$ cat config.mk
export PLATFORM = sky130hd
export DESIGN_NAME = piso_serializer
export DESIGN_NICKNAME = d
export VERILOG_FILES = /design/src/rtl/piso_serializer.sv
export SDC_FILE = /design/constraint.sdc
export NUM_CORES = 1
export LEC_CHECK = 0
export ABC_AREA = 1
export CORE_UTILIZATION = 55
export DETAILED_ROUTE_END_ITERATION = 7
export DONT_BUFFER_PORTS = 1
export PLACE_DENSITY = 0.71
export SKIP_CTS_REPAIR_TIMING = 1
export SLEW_MARGIN = 0
export SYNTH_ARGS = -nofsm -noshare
export SYNTH_HDL_FRONTEND = slang
export SYNTH_SLANG_ARGS = --single-unit
export TNS_END_PERCENT = 30
$ cat constraint.sdc
create_clock -name C -period 2.7 [get_ports C]
set_input_delay 0.675 -clock C [delete_from_list [all_inputs] [get_ports C]]
set_output_delay 0.675 -clock C [all_outputs]
set_load 0.01 [all_outputs]
$ cat src/rtl/piso_serializer.sv
// Parallel-in serial-out driver for a downstream D latch: each bit gets a setup cycle then a strobe cycle.
// Optional even-parity slot after the data bits is compiled in with PISO_SERIALIZER_PARITY_EN.
module piso_serializer #(
    parameter int WIDTH = 8
) (
    input  logic             C,
    input  logic             Rn,
    input  logic             LOAD,
    input  logic [WIDTH-1:0] P,
    output logic             D,
    output logic             G,
    output logic             BUSY,
    output logic             DONE
);

    // state | meaning
    // IDLE  | waiting for LOAD, D holds last bit, G low
    // SHIFT | data bit slots, MSB first (setup cycle then strobe cycle)
    // PAR   | parity slot (PISO_SERIALIZER_PARITY_EN only)
    // FIN   | DONE pulse cycle, LOAD may start the next word here
`ifdef PISO_SERIALIZER_PARITY_EN
    typedef enum logic [1:0] {IDLE = 2'd0, SHIFT = 2'd1, PAR = 2'd2, FIN = 2'd3} state_t;
`else
    typedef enum logic [1:0] {IDLE = 2'd0, SHIFT = 2'd1, FIN = 2'd3} state_t;
`endif

    localparam int CW = $clog2(WIDTH);

    state_t           state, state_n;
    logic [WIDTH-1:0] sreg, sreg_n;
    logic [CW-1:0]    cnt, cnt_n;
    logic             d_q, d_n;
    logic             g_q, g_n;
    logic             busy_q, busy_n;
    logic             done_q, done_n;
    logic             accept;
`ifdef PISO_SERIALIZER_PARITY_EN
    logic             par_q, par_n;
`endif

    always_ff @(posedge C or negedge Rn) begin
        if (!Rn) begin
            state  <= IDLE;
            sreg   <= '0;
            cnt    <= '0;
            d_q    <= 1'b0;
            g_q    <= 1'b0;
            busy_q <= 1'b0;
            done_q <= 1'b0;
`ifdef PISO_SERIALIZER_PARITY_EN
            par_q  <= 1'b0;
`endif
        end else begin
            state  <= state_n;
            sreg   <= sreg_n;
            cnt    <= cnt_n;
            d_q    <= d_n;
            g_q    <= g_n;
            busy_q <= busy_n;
            done_q <= done_n;
`ifdef PISO_SERIALIZER_PARITY_EN
            par_q  <= par_n;
`endif
        end
    end

    assign accept = LOAD && ((state == IDLE) || (state == FIN));

    always_comb begin
        state_n = state;
        sreg_n  = sreg;
        cnt_n   = cnt;
        d_n     = d_q;
        g_n     = 1'b0;
        busy_n  = busy_q;
        done_n  = 1'b0;
`ifdef PISO_SERIALIZER_PARITY_EN
        par_n   = par_q;
`endif
        case (state)
            IDLE, FIN: begin
                busy_n  = 1'b0;
                state_n = IDLE;
                if (accept) begin
                    state_n = SHIFT;
                    sreg_n  = P;
                    cnt_n   = CW'(WIDTH - 1);
                    d_n     = P[WIDTH-1];
                    busy_n  = 1'b1;
`ifdef PISO_SERIALIZER_PARITY_EN
                    par_n   = ^P;
`endif
                end
            end
            SHIFT: begin
                if (!g_q) begin
                    g_n = 1'b1;
                end else if (cnt != '0) begin
                    // Rotate so the next bit lands on the MSB; D only moves on the edge that drops G.
                    sreg_n = {sreg[WIDTH-2:0], sreg[WIDTH-1]};
                    d_n    = sreg[WIDTH-2];
                    cnt_n  = cnt - CW'(1);
                end else begin
`ifdef PISO_SERIALIZER_PARITY_EN
                    state_n = PAR;
                    d_n     = par_q;
`else
                    state_n = FIN;
                    busy_n  = 1'b0;
                    done_n  = 1'b1;
`endif
                end
            end
`ifdef PISO_SERIALIZER_PARITY_EN
            PAR: begin
                if (!g_q) begin
                    g_n = 1'b1;
                end else begin
                    state_n = FIN;
                    busy_n  = 1'b0;
                    done_n  = 1'b1;
                end
            end
`endif
            default: begin
                state_n = IDLE;
                busy_n  = 1'b0;
            end
        endcase
    end

    assign D    = d_q;
    assign G    = g_q;
    assign BUSY = busy_q;
    assign DONE = done_q;

endmodule

==> impl_results.md <==
- End of the worst register-to-register path: sreg[4]
- CTS root buf: clkbuf_4
- Setup TNS: 0 ps
- Total Nets Final: 135
- Largest net degree at the start of global routing: 17
- Synth async-reset ratio: 1.00
- Syn avg cell area: 7.75 um^2
- Non-filler cells, final: 134
- Fin area: 920 um^2
- Maximum vdd drop: 0.795 mV
- First-pass GRT wire length: 2700 um
- Vias in the first global route: 599
- Final Setup Violations: 0
- Fraction of layout cells with a size suffix above 1: 0.127
- Initial core utilization: 0.598
- Count leader, synth: nand2_1
- Sw Pwr: 0.605 mW
- CTS buffer count: 3
- Clk network pwr share: 0.127
- Share of the synthesized area in the top cell type: 0.434
- Power density cells: 1370 mW/mm^2
- Drc violations: 0
- Fmax: 667 MHz
- Reg2Reg Depth: 8
- Detailed Place HPWL: 1100 um
- Most used DFF post-synth: dfrtp_1
- Detail Route Antenna Nets: 0
- # IOs: 15
- Routed wire length: 1570 um
- Syn-to-layout area delta: -0.271%
- RSZ-0062 raised after global routing: false
- Core area: 0.00154 mm^2
- Post-synthesis net count: 135
- CP endpoint kind: register
- Worst skew pair latency: 290 ps
- Max Clock Skew: 2.82 ps
- Synth area leader: dfrtp_1
- Kind of critical path: register to register
- Final Hold Fails: 0
- Antenna cell count: 0
- Reg2Reg Setup Slack: 1200 ps
- Area after DPL: 883 um^2
- Origin of the critical flop-to-flop path: state[0]
- Clk sinks: 16
- Gpl congestion: 0.853
- Number of flops mapped to enable cells by yosys: 0
- Input/output buffers: 0
- Sequential Power Share: 0.344
- Initial antenna violation count: 0
- Max-cap check violation count: 0
- Min cycle time layout: 1500 ps
- Sequential area share after synthesis: 0.434
- DIE WIDTH: 42.9 um
- Fillers: 151
- WP data arrival: 1690 ps
- Die Ht: 42.9 um
- Die ar.: 0.00184 mm^2
- Cells after Synth: 119
- DRT Pass-1 Iters: 4
- Cell variety after synth: 15
- Cell area after synthesis: 922 um^2
- Crit path max fanout: 12
- Grt ovf: 0
- Row Count: 14
- Max Buffers Root-to-Sink: 2
- Tcrit/Tclk final: 0.556
- Tightest Hold Check Type: input port to async pin
- Logic pwr share: 0.529
- Pint: 0.656 mW
- Synth area leaders: dfrtp_1 (43%), nand2_1 (23%), nand3_1 (7.1%)
- CTS clock-pin slew for the worst setup and hold paths: 100 ps
- WP data required: 2890 ps
- Via count: 688
- Gr usage total: 0.197
- Outcome: finished clean
- H-tree Lvls: 1
- Critical Path Start Type: register
- Relative slew slack: 0.739
- Slew Viols, Final: 0
- Slew of the pin with the lowest slew margin: 391 ps
- #FFs+latches synth: 16
- 1st-iter DRT viols: 21
- Leak pwr: 0.532 nW
- Placed cell count: 130
- CTS tree: built
- Switching Fraction: 0.480
- Synth top cells by count: nand2_1 (56), dfrtp_1 (16), nand3_1 (13), inv_1 (9), nand2_2 (6)
- Ys Warns: 0
- Avg WL per Cell: 11.7 um
- Number of vias per cell: 5.13
-- metal layers --
layer | wire length (um) | track usage | up-vias
met4 | 28 | 0.0909 | 0
met2 | 702 | 0.279 | 12
met5 | 0 | 0 | -
met1 | 800 | 0.298 | 309
li1 | - | - | 363
met3 | 42 | 0.0255 | 4
-- stage by stage --
step	hold WS (ps)	power, mW	utilization	setup WS, ps
2_1_floorplan	379	1.10	-	1380
5_1_grt	53.1	1.39	0.597	1100
3_3_place_gp	380	1.09	0.573	1250
3_5_place_dp	380	1.11	0.573	1230
6_report	67.2	1.26	0.597	1200
4_1_cts	59.8	1.27	0.597	1210
-- power groups by stage --
stage          Sequential (mW)  Clock (mW)  Combinational (mW)
3_5_place_dp             0.438           0               0.670
5_1_grt                  0.447       0.171               0.767
6_report                 0.434       0.160               0.667
3_3_place_gp             0.434           0               0.656
4_1_cts                  0.434       0.164               0.673
2_1_floorplan            0.419           0               0.682
-- critical path, cell delays in order, from the launching register on --
cell and delay (ps):
dfrtp_1 410, inv_1 60, ha_1 330, nand2_1 90
nand2_2 50, inv_2 180, nand2_4 140, nand2_1 90
nand2_1 50
-- logic make-up (layout without fill, tap and decap cells) --
| group | after synthesis | after routing | synth area share |
|---|---|---|---|
| AOI/OAI and AO/OA | 3 | 3 | 0.0163 |
| adders and majority gates | 5 | 5 | 0.0678 |
| buffers and inverters | 17 | 16 | 0.113 |
| DFF | 16 | 16 | 0.434 |
| and+or+nand+nor | 78 | 78 | 0.369 |
-- worst max path at each step --
stage	endpoint	start
6_report	sreg[4]	state[0]
5_1_grt	sreg[5]	state[0]
4_1_cts	sreg[4]	state[0]
3_5_place_dp	sreg[4]	state[0]
3_3_place_gp	sreg[1]	state[1]
2_1_floorplan	sreg[7]	state[0]
-- flip-flops by register name, summed over array words and instances, names as in the netlist --
| signal | cells |
|---|---|
| G | 1 |
| state | 2 |
| cnt | 3 |
| sreg | 8 |
| BUSY | 1 |
| DONE | 1 |
-- area by class of cell --
class / instances / area, um^2 / area share
well taps: 16 / 20.0 / 0.0218
flip-flops and latches: 16 / 400 / 0.435
clock buffers: 4 / 36.3 / 0.0395
inverters: 12 / 45.0 / 0.0490
multi-input cells: 86 / 418 / 0.454
-- placed cells by master (no fill, tap or decap), drive strengths merged --
| cell | netlist | routed |
|---|---|---|
| inv | 12 | 12 |
| o21ai | 2 | 2 |
| dfrtp | 16 | 16 |
| clkbuf | 1 | 4 |
| a21oi | 1 | 1 |
| nand3 | 13 | 13 |
| nor3 | 1 | 1 |
| ha | 5 | 5 |
| nand2 | 64 | 64 |
Note: power is estimated with default switching activity, not from simulation.
